`src/rtl/serial_byte_collector.sv`:
```
// Reassembles an LSB-first serial bit stream into bytes and buffers them in a
// show-ahead FIFO drained over a valid/ready handshake; dropped bytes set a sticky flag.
module serial_byte_collector #(
  parameter int DATA_WIDTH = 8,
  parameter int FIFO_DEPTH = 4,
  parameter int ADDR_WIDTH = 2
) (
  input  logic                  clock,
  input  logic                  clear,
  input  logic                  serial_in,
  input  logic                  bit_valid,
  output logic [DATA_WIDTH-1:0] data_out,
  output logic                  data_valid,
  input  logic                  data_ready,
  output logic                  fifo_full,
  output logic [ADDR_WIDTH:0]   fifo_count,
  output logic [2:0]            bit_index,
  output logic                  overflow
);

  localparam logic [ADDR_WIDTH:0]   FULL_CNT = (ADDR_WIDTH+1)'(FIFO_DEPTH);
  localparam logic [ADDR_WIDTH:0]   CNT_ONE  = (ADDR_WIDTH+1)'(1);
  localparam logic [ADDR_WIDTH-1:0] PTR_ONE  = ADDR_WIDTH'(1);

  logic [DATA_WIDTH-1:0] sr;
  logic [DATA_WIDTH-1:0] mem [FIFO_DEPTH];
  logic [ADDR_WIDTH-1:0] rd_ptr;
  logic [ADDR_WIDTH-1:0] wr_ptr;
  logic [ADDR_WIDTH:0]   count;

  logic [DATA_WIDTH-1:0] assembled;
  logic                  byte_done;
  logic                  pop;
  logic                  push;
  logic                  drop;

  assign assembled  = {serial_in, sr[DATA_WIDTH-1:1]};
  assign byte_done  = bit_valid && (bit_index == 3'd7);
  assign data_valid = (count != '0);
  assign fifo_full  = (count == FULL_CNT);
  assign fifo_count = count;
  assign pop        = data_valid && data_ready;
  // A full FIFO can still take the byte if the head leaves on the same edge.
  assign push       = byte_done && (!fifo_full || pop);
  assign drop       = byte_done && fifo_full && !pop;
  assign data_out   = data_valid ? mem[rd_ptr] : '0;

  always_ff @(posedge clock) begin
    if (clear) begin
      sr        <= '0;
      bit_index <= '0;
      rd_ptr    <= '0;
      wr_ptr    <= '0;
      count     <= '0;
      overflow  <= 1'b0;
    end else begin
      if (bit_valid) begin
        sr        <= assembled;
        bit_index <= bit_index + 3'd1;
      end
      if (push) wr_ptr <= wr_ptr + PTR_ONE;
      if (pop)  rd_ptr <= rd_ptr + PTR_ONE;
      if (push && !pop)      count <= count + CNT_ONE;
      else if (pop && !push) count <= count - CNT_ONE;
      if (drop) overflow <= 1'b1;
    end
  end

  // Storage carries data only; occupancy is tracked by count, so no reset here.
  always_ff @(posedge clock) begin
    if (push && !clear) mem[wr_ptr] <= assembled;
  end

endmodule

```
`config.mk`:
```
export PLATFORM = sky130hd
export DESIGN_NAME = serial_byte_collector
export DESIGN_NICKNAME = d
export VERILOG_FILES = /design/src/rtl/serial_byte_collector.sv
export SDC_FILE = /design/constraint.sdc
export NUM_CORES = 1
export LEC_CHECK = 0
export ABC_AREA = 0
export CORE_MARGIN = 5
export CORE_UTILIZATION = 46
export CTS_CLUSTER_SIZE = 20
export DETAILED_ROUTE_END_ITERATION = 6
export DONT_BUFFER_PORTS = 1
export HOLD_SLACK_MARGIN = 0.06
export PLACE_DENSITY = 0.6
export SLEW_MARGIN = 30
export SYNTH_ARGS = -nofsm -noshare
export SYNTH_HDL_FRONTEND = slang
export SYNTH_SLANG_ARGS = --single-unit
```
`constraint.sdc`:
```
create_clock -name clock -period 1.9 [get_ports clock]
set_input_delay 0.38 -clock clock [delete_from_list [all_inputs] [get_ports clock]]
set_output_delay 0.38 -clock clock [all_outputs]
set_load 0.01 [all_outputs]
```
# --- Yosys cells after proc, flatten, opt, wreduce, memory -nomap -nowiden ---
# Memory sizes are Yosys's and may differ from the RTL's. A register that Yosys moved wholly into a read port is not among the register bits.
# Index checks and enable logic that the tools add are counted.
classes:
  addsub: 5
  multipliers: 0
  n_div: 0
  magnitude_cmp: 0
  eq_ne: 2
  shift: 0
  mux: 7
  n_bitwise: 0
  n_reduce_logical: 15
ops:
  columns: ["cell", "n"]
  rows:
  - ["$logic_and 1x1->1", 8]
  - ["$mux 8", 1]
  - ["$add 3x1->3 const B", 2]
  - ["$eq 3x3->1 const B", 2]
  - ["$mux 3", 2]
  - ["$add 2x1->2 const B", 2]
  - ["$logic_not 1->1", 4]
  - ["$mux 2", 2]
  - ["$reduce_bool 3->1", 1]
  - ["$sub 3x1->3 const B", 1]
  - ["$mux 1", 2]
  - ["$reduce_bool 2->1", 1]
  - ["$logic_or 1x1->1", 1]
totals:
  regBits: 19
  latch_bits: 0
  mem_bits_rw: 32
  mem_bits_ro: 0
  inputBits: 5
  out_inout_bits: 17
  word_cells: 36
  memories: 1
mem_list:
  columns: ["name", "words", "word_bits", "rd", "rd_clocked_by_memory_dff", "wr", "line", "text"]
  rows:
  - ["mem", 4, 8, 1, 1, 1, "26", "logic [DATA_WIDTH-1:0] mem [FIFO_DEPTH];"]

# --- Depth between registers and ports, before layout ---
# Gate-level depths: netlist (run 1).
depth:
  depth_word: 8
  mapped_depth: 10
  depth_no_buf: 10

# --- Least setup slack after synthesis (run 1) ---
# Ideal clock, no wire load.
synth_timing:
  path_kind: "register -> register"
  from: "register bit_index[0]"
  to: "register count[2] (netlist: fifo_count[2])"
  setup_ps: 70
  arrival_time_ps: 2138
  required_time_ps: 1830
  setup_slack_ps: -308
  path_stages_with_launch: 11
  n_path_buf: 0
  period_less_slack_ps: 2208
  path_cell_list: "dfxtp_1 ha_1 ha_1 nand2_1 a21oi_2 ha_1 inv_1 fa_1 xor2_1 or3_1 a21oi_1"
synth_via:
  elab_chain_len: 6
  elab_cells_between_ends: 8
  cone_classes: "1 x eq/ne; 1 x mux; 6 x reduce/logical"
synth_rtl:
  columns: ["item", "line", "text"]
  rows:
  - ["start, declared", "17", "output logic [2:0] bit_index,"]
  - ["start signal, assigned", "59", "bit_index <= bit_index + 3'd1;"]
  - ["$eq 3x3->1 (*)", "38", "assign byte_done = bit_valid && (bit_index == 3'd7);"]
  - ["$logic_and 1x1->1 (*)", "38", null]
  - ["$logic_and 1x1->1 (*)", "44", "assign push = byte_done && (!fifo_full || pop);"]
  - ["$logic_not 1->1", "64", "else if (pop && !push) count <= count - CNT_ONE;"]
  - ["$logic_and 1x1->1", "64", null]
  - ["$reduce_bool 2->1 (no source line)", null, null]
  - ["end signal, assigned", "63", "if (push && !pop) count <= count + CNT_ONE;"]
  - ["end signal, assigned", "64", null]
  - ["end, declared", "29", "logic [ADDR_WIDTH:0] count;"]
# Mark *: on every way between the ends. The rest lies on a longest branch, timed or not.
# A chain may end at the register's enable or synchronous reset.

# --- Worst setup path in the final report (run 1) ---
# Same ends and word-level chain as after synthesis.

==> impl_results.md, run 1 <==
- # diodes: 0
- Switching Share: 30.5%
- Comb power frac: 28.9%
- Die area: 6030 µm²
- CTS Hold Bufs: 0
- Final setup viols: 1
- Fin util: 58.0%
- GP Congestion: 0.666
- Endpoints failing hold: 0
- Avg WL per Cell: 16.2 µm
- FP Rows: 24
- Initial Util: 48.0%
- TritonRoute pass-1 iters: 4
- # Max-Cap Violations: 0
- Number of synthesized flops with an enable pin: 32
- P_int: 1910 µW
- Failing checks: negative setup slack
- Worst Path Arrival: 2.23 ns
- CP startpoint kind: flop
- Top FF cell, synth: edfxtp_1
- 1st-iter DRT viols: 47
- CTS tree: built
- IO Port Bufs: 0
- Yosys top cell area share: 45.6%
- Die X: 77.7 µm
- Drt drc: 0
- First-pass GRT wire length: about 5900 µm
- Crit. Startpoint: bit_index[0]
- Area growth syn-to-layout: 20.7%
- Cell area after placement: ~2400 µm²
- FFs w/ async S/R, synth: 0%
- Largest net degree at the start of global routing: 23
- Post-Synthesis Cells: 140
- Vias: 1130
- Netlist Area Pre-Place: 2110 µm²
- GRT Overall Usage: 12.7%
- Worst reg2reg path depth: 10
- Post-route cell area: 2540 µm²
- Nets: 178
- PD cells: 1080 nW/µm²
- Max frequency: slightly above 0.5 GHz
- Slew @ Worst Pin: 0.393 ns
- Share of layout cells above drive strength 1: between 30% and 40%
- Final std cells w/o fill: 218
- Clock Latency Late Sink: 0.30 ns
- Placed cells: 206
- WL final: 3540 µm
- Clock buffer depth: 2
- Switch Pwr: roughly 840 µW
- Clock group share of total power: 23.4%
- Rel. slew slack: 73.7%
- CTS Root Cell: clkbuf_8
- CTS sink count: 52
- Post-route ant nets: 0
- Gr ovfl total: 0
- Clk slew on worst S/H paths: 0.09 ns
- Tcrit/Tclk final: 104%
- Net count after synthesis: ~150
- Commonest cells post-synth: edfxtp_1, dfxtp_1, nor2_1
- PnR worst setup slack: -0.0839 ns
- Reg power frac: a little under half
- H-tree levels: 2
- Synth area leaders: edfxtp_1, dfxtp_1, mux4_2, mux2i_1, ha_1
- Vias/cell: 5.18
- Worst r2r src: bit_index[0]
- Synth Warn #: 0
- Pleak: 0.000923 µW
- Hold crit path type: in2reg
- Fin Hold WS: 0.127 ns
- Initial antenna violation count: 0
- Crit path capture type: flop
- Total CTS buffers: 5
- Clock skew: 0.00858 ns
- Slew Viols, Final: 0
- RSZ-0062 raised after global routing: yes
- Hold path depth: 1
- Crit path max fanout: 2
- Sequential share of the synthesized area: roughly 65%
- Critical path class: reg2reg
- Count leader, synth: edfxtp_1
- Core ar.: 4380 µm²
- HP Start: clear
- Vias in the first global route: 1147
- Worst Path Required: around 2.1 ns
- Die Y: between 70 and 80 µm
- Tmin final: between 1.5 and 2 ns
- I/O pins: 22
- Maximum vdd ir drop: 0.943 mV
- Yosys cell types: 27
- Yosys top cell by area: edfxtp_1
- Hpwl dp: 2390 µm
- #FFs+latches synth: 52
- Status: finished, violations left
- Mean Syn Cell Area: between 15 and 20 µm²
==> cell usage in the layout (no fill, tap or decap), drive strengths merged, types with 4 or more instances in the layout <==
| cell | n |
|---|---|
| dfxtp | 20 |
| ha | 7 |
| nor2 | 17 |
| buf | 24 |
| nor2b | 8 |
| mux4 | 8 |
| mux2i | 11 |
| clkbuf | 7 |
| and2 | 4 |
| inv | 6 |
| edfxtp | 32 |
==> metal layers <==
layer  global-route usage, %  share of wire [%]
met3                    5.32                6.4
met2                    20.2                 49
met5                       0                  0
met1                    15.4                 43
met4                    4.64                1.4
==> registers in the layout, summed over array words and instances, names as in the netlist, named ones only <==
register / cells
mem: 32
sr: 7
bit_index: 3
fifo_count: 3
rd_ptr: 2
wr_ptr: 2
overflow: 1
==> metrics by stage <==
stage          setup WS, ns  power [µW]  setup TNS (ns)
6_report            -0.0839        2740         -0.0839
5_1_grt              -0.198        2920           -1.70
4_1_cts              -0.102        2700          -0.230
3_5_place_dp        -0.0896        2050         -0.0896
3_3_place_gp        -0.0510        2030         -0.0510
2_1_floorplan        -0.111        1790          -0.111
==> cell families (layout without fill, tap and decap cells) <==
family | after synthesis | in the layout | synth area share, %
AO/OA/AOI/OAI | 8 | 8 | 2.50
XOR/XNOR | 4 | 4 | 1.66
adder cells (fa/ha/maj) | 8 | 8 | 5.11
buffers and inverters | 11 | 37 | 2.32
flip-flops | 52 | 52 | 64.6
multiplexers | 20 | 20 | 14.5
AND/OR/NAND/NOR | 37 | 37 | 9.27
==> cell type report <==
type,instances,area [µm²]
clock inverter,1,6.26
fill,364,1840
multi-input combinational,77,767
tap,52,65.1
timing repair buffer,24,228
sequential,52,1370
clock buffer,7,86.3
inverter,5,18.8
==> path summary, 6_finish.rpt <==
check                       end  slack, ns
hold reg to reg       rd_ptr[1]       0.49
setup reg to reg  fifo_count[2]      -0.08
hold / removal    fifo_count[0]       0.13
setup / recovery  fifo_count[2]      -0.08
==> power groups by stage <==
| stage | registers [µW] | clock network, µW | logic (µW) |
|---|---|---|---|
| final | 1310 | 640 | 792 |
| after global routing | 1320 | 722 | 882 |
| after CTS | 1300 | 658 | 742 |
| after detailed placement | 1320 | 0 | 724 |
| after global placement | 1320 | 0 | 716 |
| after floorplan | 1330 | 0 | 455 |
==> repair_timing <==
item	4_1_cts	5_1_grt
endpoints found under the setup margin	8	30
pin swaps	3	1
cloned	0	1
setup buffers	1	2
gates resized for setup	5	4
==> worst max-delay path, cell delays in order, from the launching register on <==
cell and delay, ns:
dfxtp_4 0.37, ha_4 0.13, ha_4 0.14, nand2_4 0.06, a21oi_4 0.14, ha_4 0.15, inv_2 0.04, fa_2 0.34
xor2_1 0.15, or3_1 0.30, a21oi_1 0.11
(Power assumes the default switching activity.)
==> run 2, diff against run 1 <==
ABC_AREA = 1   (was 0)
==> run 2 against run 1 <==
Effect of this change: the run now ends clean; count of clock-buffer cells in the layout decreased by 2; core utilization decreased by 3.7 points; sequential share of layout area decreased by 0.74 points; sequential power about the same; hold slack improved by 0.0025 ns; register-to-register slack improved by 0.15 ns; sequential cell count unchanged; clock power decreased by 4.8%; clock skew decreased by 0.0037 ns; wire length increased by 13%.
==> impl_results.md, run 2 <==
- Status: completed
- Synth area leaders: edfxtp_1, dfxtp_1, nor2_1, nor2_2, o21ai_1
- CTS tree: built
- Initial Util: 47.4% (-0.61 points)
- Die area: 6360 µm² (+5.5%)
- #FFs+latches synth: 52 (unchanged)
- WL final: 3990 µm (+13%)
- Vias in the first global route: 1387 (+21%)
- Endpoints failing hold: 0 (unchanged)
- GP Congestion: 0.772 (+16%)
- CTS sink count: 52 (unchanged)
- # fillers: 430 (+18%)
- Slew @ Worst Pin: 0.357 ns (-0.0360 ns)
- PnR worst setup slack: 0.0672 ns (+0.151 ns)
- CP max stage delay: 0.36 ns (about the same)
- Mean Syn Cell Area: 10.3 µm² (-31%)
- Initial antenna violation count: 0 (unchanged)
- Worst path slowest cell: dfxtp_2
- CTS Hold Bufs: 0 (unchanged)
- Clock Latency Late Sink: 0.30 ns (about the same)
- Maximum vdd ir drop: 0.601 mV (-36%)
- GRT Overall Usage: 14.0% (+1.3 points)
- Commonest non-fill, non-tap cell in the layout: nor2_1
- Most frequent cells in the layout: nor2_1, edfxtp_1, o21ai_1
- Die X: 79.8 µm (+2.7%)
- Worst Path Arrival: 2.03 ns (-0.20 ns)
- First-pass GRT wire length: 6820 µm (+16%)
- Post-Synthesis Cells: 217 (+55%)
- Area growth syn-to-layout: 14.6%
- TritonRoute pass-1 iters: 4 (unchanged)
- I/O pins: 22 (unchanged)
- Share of layout cells above drive strength 1: 29.0% (-3.5 points)
- # diodes: 0 (unchanged)
- Commonest cells post-synth: nor2_1, edfxtp_1, dfxtp_1, o21ai_1, nor2_2
- Post-route ant nets: 0 (unchanged)
- PD cells: 1060 nW/µm² (-2.0%)
- Multi-input logic area: 792 µm² (+3.3%)
- Netlist Area Pre-Place: 2240 µm² (+6.4%)
- CTS Root Cell: clkbuf_8
- CP cell instances: ha_4 > ha_4 > nand2_2 > inv_2 > nand2_2 > inv_2 > ha_4 > inv_2 > fa_2 > inv_1 > nand2_1 > nand3_2 > nand2_1 > nand2_1 > nor2_1
- Net count after synthesis: 230 (+50%)
- FP Rows: 25 (+4.2%)
- Core ar.: 4720 µm² (+7.7%)
- Count leader, synth: nor2_1
- FF+latch area: 1370 µm² (-0.46%)
- Tmin final: 1.83 ns (-0.151 ns)
- Max FFs per register: 32 (unchanged)
- Max frequency: 0.546 GHz (+8.2%)
- Pleak: 0.000970 µW (+5.1%)
- Post-route cell area: 2570 µm² (+0.93%)
- Cell area after placement: 2410 µm² (+0.99%)
- Clk slew on worst S/H paths: 0.09 ns (about the same)
- Avg WL per Cell: 13.1 µm (-19%)
- Crit path max fanout: 2 (unchanged)
- Top FF cell, synth: edfxtp_1
- Crit path capture type: flop
- Total CTS buffers: 5 (unchanged)
- Placement Setup Slack: 0.0485 ns (+0.138 ns)
- Slew Viols, Final: 0 (unchanged)
- Clock skew: 0.00487 ns (-0.00372 ns)
- Worst Path Required: 2.10 ns (-0.04 ns)
- Rel. slew slack: 76.0% (+2.4 points)
- H-tree levels: 2 (unchanged)
- Most flops, register: mem
- Yosys cell types: 23 (-15%)
- Final setup viols: 0 (-1)
- Die Y: 79.8 µm (+2.7%)
- CP startpoint kind: flop
- Vias/cell: 4.78 (-7.8%)
- Nets: 250 (+40%)
- Hpwl dp: 2860 µm (+20%)
- IO Port Bufs: 0 (unchanged)
- Fin util: 54.3% (-3.7 points)
- Sequential share of the synthesized area: 60.8% (-3.9 points)
- Hold crit path type: in2reg
- Drt drc: 0 (unchanged)
- Yosys top cell by area: edfxtp_1
- 1st-iter DRT viols: 111 (+140%)
- Synth Warn #: 0 (unchanged)
- Tcrit/Tclk final: 96.5% (-8.0 points)
- Gr ovfl total: 0 (unchanged)
- Largest net degree at the start of global routing: 17 (-26%)
- Post-route setup TNS: 0 ns (+0.0839 ns)
- Number of synthesized flops with an enable pin: 32 (unchanged)
- # Max-Cap Violations: 0 (unchanged)
- Largest regs: mem (32), sr (7)
- Power, Total: 2710 µW (-1.1%)
- Vias: 1457 (+29%)
- Yosys top cell area share: 42.9% (-2.7 points)
- Clock buffer depth: 2 (unchanged)
- FFs w/ async S/R, synth: 0% (unchanged)
- Critical path class: reg2reg
run 2: cell types whose count changed after synthesis, sizes merged, moves of 3 or more:
cell / delta
inv: +17
nor2: +45
nor2b: -8
o21ai: +25
mux4: -8
mux2i: -11
xor2: -3
nand3: +6
and2: -4
a21oi: +12
nand2: +14
run 2: routing by layer:
layer  vias up  global-route usage [%]  routed length (µm)
li1        758                       -                   -
met1       668                    17.9                1880
met2        24                    22.9                1880
met3         7                    3.39                 142
met4         0                    5.41                  91
met5         -                       0                   0
run 2: per-stage QoR:
step | std cells | hold WS, ns
after floorplan | 217 | 0.445
after global placement | 296 | 0.447
after detailed placement | 296 | 0.451
after CTS | 304 | 0.128
after global routing | 305 | 0.120
final | 305 | 0.130
run 2: worst max-delay path, delay by kind of cell, from the launching register on:
| kind | cells | cell delay [ns] |
|---|---|---|
| fa+ha+maj | 4 | 0.75 |
| buf+inv | 4 | 0.24 |
| simple gates | 7 | 0.37 |
| flops | 1 | 0.36 |
run 2: worst paths after layout:
kind	startpoint	endpoint	slack, ns	cells past startpoint
worst max register to register	bit_index[1]	fifo_count[2]	0.07	15
worst min register to register	rd_ptr[0]	flop	0.49	2
worst max-delay path	bit_index[1]	fifo_count[2]	0.07	15
worst min-delay path	clear	flop	0.13	1
run 2: repair_timing:
item                       4_1_cts  5_1_grt
gates resized for setup          0       14
buffers inserted                 0        1
setup endpoints to repair        0        4
run 2: power by group:
| part | switching [µW] | internal [µW] |
|---|---|---|
| clock | 352 | 257 |
| sequential | 60.9 | 1260 |
| combinational | 517 | 267 |
| total | 929 | 1780 |
run 2: cell type report:
type	instances	area share (%)
Clock buffer	5	2.68
Clock inverter	3	0.731
Inverter	22	3.22
Multi-Input combinational cell	137	30.9
Sequential cell	52	53.2
Tap cell	67	3.27
Timing Repair Buffer	19	6.05
run 2: cell families (layout without fill, tap and decap cells):
logic type      after synthesis  in the layout  share of synthesized area [%]
buf+inv                      28             49                           6.37
fa+ha+maj                     8              8                           4.80
flops                        52             52                           60.8
simple gates                 86             86                           18.3
compound gates               42             42                           9.39
xor+xnor                      1              1                          0.391
==> run 3, diff against run 2 <==
ABC_AREA = 0   (was 1)
PLACE_DENSITY = 0.58   (was 0.6)
clock period = 2.3 ns   (was 1.9 ns; I/O delays follow)
==> run 3 against run 2 <==
Effect of this change: register-to-register slack improved by 0.08 ns; hold slack improved by 0.085 ns; via count decreased by 26%; sequential cell count unchanged; core utilization decreased by 2.1 points; sequential power decreased by 17%; global-route usage decreased by 1.3 points; non-clock buffer count decreased by 11; clock skew increased by 0.0064 ns; sequential share of layout area increased by 6.3 points; critical path type unchanged.
==> impl_results.md, run 3 (synthesis results as in run 1) <==
- Status: completed
- Critical path class: reg2reg
- # diodes: 0 (unchanged)
- Nets: 162 (-35%)
- Die X: 77.7 µm (-2.7%)
- Commonest non-fill, non-tap cell in the layout: edfxtp_1
- Max FFs per register: 32 (unchanged)
- Final setup viols: 0 (unchanged)
- Worst r2r dst: fifo_count[2]
- Comb power frac: 23.2% (-5.7 points)
- Most frequent cells in the layout: edfxtp_1, dfxtp_1, nor2_1
- Area growth syn-to-layout: 8.73%
- Maximum vdd ir drop: 0.371 mV (-38%)
- CTS tree: built
- CTS Root Cell: clkbuf_8
- Largest net degree at the start of global routing: 23 (+6)
- First-pass GRT wire length: 5950 µm (-13%)
- PD cells: 902 nW/µm² (-15%)
- Worst reg2reg path depth: 10 (-5)
- Hpwl dp: 2350 µm (-18%)
- Avg WL per Cell: 17.2 µm (+32%)
- CP endpoint: fifo_count[2]
- CP startpoint kind: flop
- Hold crit path type: in2reg
- Multi-input logic area: 701 µm² (-12%)
- Vias/cell: 5.33 (+12%)
- Reg power frac: 52.8% (+4.1 points)
- Clock buffer depth: 2 (unchanged)
- 1st-iter DRT viols: 68 (-39%)
- TritonRoute pass-1 iters: 4 (unchanged)
- Switching Share: 30.9% (-3.4 points)
- Initial antenna violation count: 0 (unchanged)
- I/O pins: 22 (unchanged)
- Total CTS buffers: 5 (unchanged)
- Worst Path Arrival: 2.39 ns (+0.36 ns)
- Initial Util: 48.0% (+0.61 points)
- Largest regs: mem (32), sr (7)
- Gr ovfl total: 0 (unchanged)
- CTS sink count: 52 (unchanged)
- Slew Viols, Final: 0 (unchanged)
- Crit path capture type: flop
- GRT Overall Usage: 12.7% (-1.3 points)
- FP Rows: 24 (-4.0%)
- RSZ-0062 raised after global routing: no
- Vias: 1076 (-26%)
- Rel. slew slack: 68.9% (-7.2 points)
- Die Y: 77.7 µm (-2.7%)
- Tmin final: 2.15 ns (+0.320 ns)
- H-tree levels: 2 (unchanged)
- Clock group share of total power: 24.0% (+1.5 points)
- Switch Pwr: 638 µW (-31%)
- Core ar.: 4380 µm² (-7.2%)
- CTS Hold Bufs: 0 (unchanged)
- Share of layout cells above drive strength 1: 17.3% (-12 points)
- HP Start: clear
- Fin Hold WS: 0.215 ns (+0.0850 ns)
- Pleak: 0.000806 µW (-17%)
- Post-route setup TNS: 0 ns (unchanged)
- WL final: 3480 µm (-13%)
- Endpoints failing hold: 0 (unchanged)
- FF+latch area: 1360 µm² (-0.27%)
- # Max-Cap Violations: 0 (unchanged)
- Crit. Startpoint: bit_index[0]
- P_int: 1430 µW (-20%)
- Post-route ant nets: 0 (unchanged)
- Tcrit/Tclk final: 93.6% (-2.9 points)
- # fillers: 371 (-14%)
- Post-CTS Setup Inserts: 0 (unchanged)
- Vias in the first global route: 1170 (-16%)
- Clock Latency Late Sink: 0.30 ns (about the same)
- Worst r2r src: bit_index[0]
- Clk slew on worst S/H paths: 0.09 ns (about the same)
- Drt drc: 0 (unchanged)
- Max frequency: 0.465 GHz (-15%)
- Die area: 6030 µm² (-5.2%)
- Most flops, register: mem
- Reg2Reg Setup Slack: 0.15 ns (+0.08 ns)
- Worst Path Required: 2.54 ns (+0.44 ns)
- Slew @ Worst Pin: 0.467 ns (+0.110 ns)
- Fin util: 52.2% (-2.1 points)
- IO Port Bufs: 0 (unchanged)
- Crit path max fanout: 2 (unchanged)
- GP Congestion: 0.712 (-7.9%)
- Clock skew: 0.0113 ns (+0.00640 ns)
-- run 3: cell types whose count changed in the layout (fill, tap and decap cells not counted), sizes merged, moves of 11 or more --
cell	change
inv	-17
mux2i	+11
nor2	-45
buf	-11
nand2	-14
a21oi	-12
o21ai	-25
-- run 3: final cells by class --
cell class,count,area share (%)
tap,52,2.84
multi-input combinational,77,30.6
timing repair buffer,8,2.62
clock buffer,6,3.17
inverter,5,0.820
sequential,52,59.5
clock inverter,2,0.492
-- run 3: critical path, cell delays in order (launching register included) --
cell and delay (ns):
dfxtp_1 0.34, ha_1 0.15, ha_1 0.16, nand2_1 0.08, a21oi_2 0.13, ha_1 0.19, inv_1 0.06, fa_1 0.37
xor2_1 0.16, or3_1 0.31, a21oi_1 0.14
-- run 3: how the worst min path moves through the flow --
stage | to | cells after the start | slack, ns
2_1_floorplan | flop | 2 | 0.46
3_3_place_gp | rd_ptr[1] | 2 | 0.46
3_5_place_dp | flop | 2 | 0.48
4_1_cts | fifo_count[2] | 1 | 0.20
5_1_grt | fifo_count[2] | 1 | 0.19
6_report | sr[1] | 1 | 0.21
-- run 3: routing by layer --
metal | vias up | wire length (µm) | GRT usage, % | part of all wire, %
met4 | 0 | 55 | 4.30 | 1.6
met2 | 23 | 1730 | 20.4 | 50
met5 | - | 0 | 0 | 0
li1 | 518 | - | - | -
met1 | 529 | 1510 | 15.9 | 43
met3 | 6 | 187 | 4.75 | 5.4
-- run 3: power groups by stage --
stage               Clock, µW  Sequential [µW]  Combinational (µW)
floorplan                   0             1100                 368
global placement            0             1100                 472
detailed placement          0             1110                 482
CTS                       508             1090                 482
global route              548             1100                 527
finish                    496             1090                 479
-- run 3: per-stage QoR --
stage	instance area (µm²)	setup slack [ns]	power, µW	cells
final	2290	0.147	2060	202
after global placement	2200	0.212	1580	194
after global routing	2290	0.000260	2170	202
after CTS	2280	0.105	2080	202
after floorplan	2110	0.0918	1460	140
after detailed placement	2200	0.124	1590	194
-- run 3: repair_timing --
action	CTS	global route
resized for setup	0	1
endpoints found under the hold margin	0	0
endpoints found under the setup margin	0	1
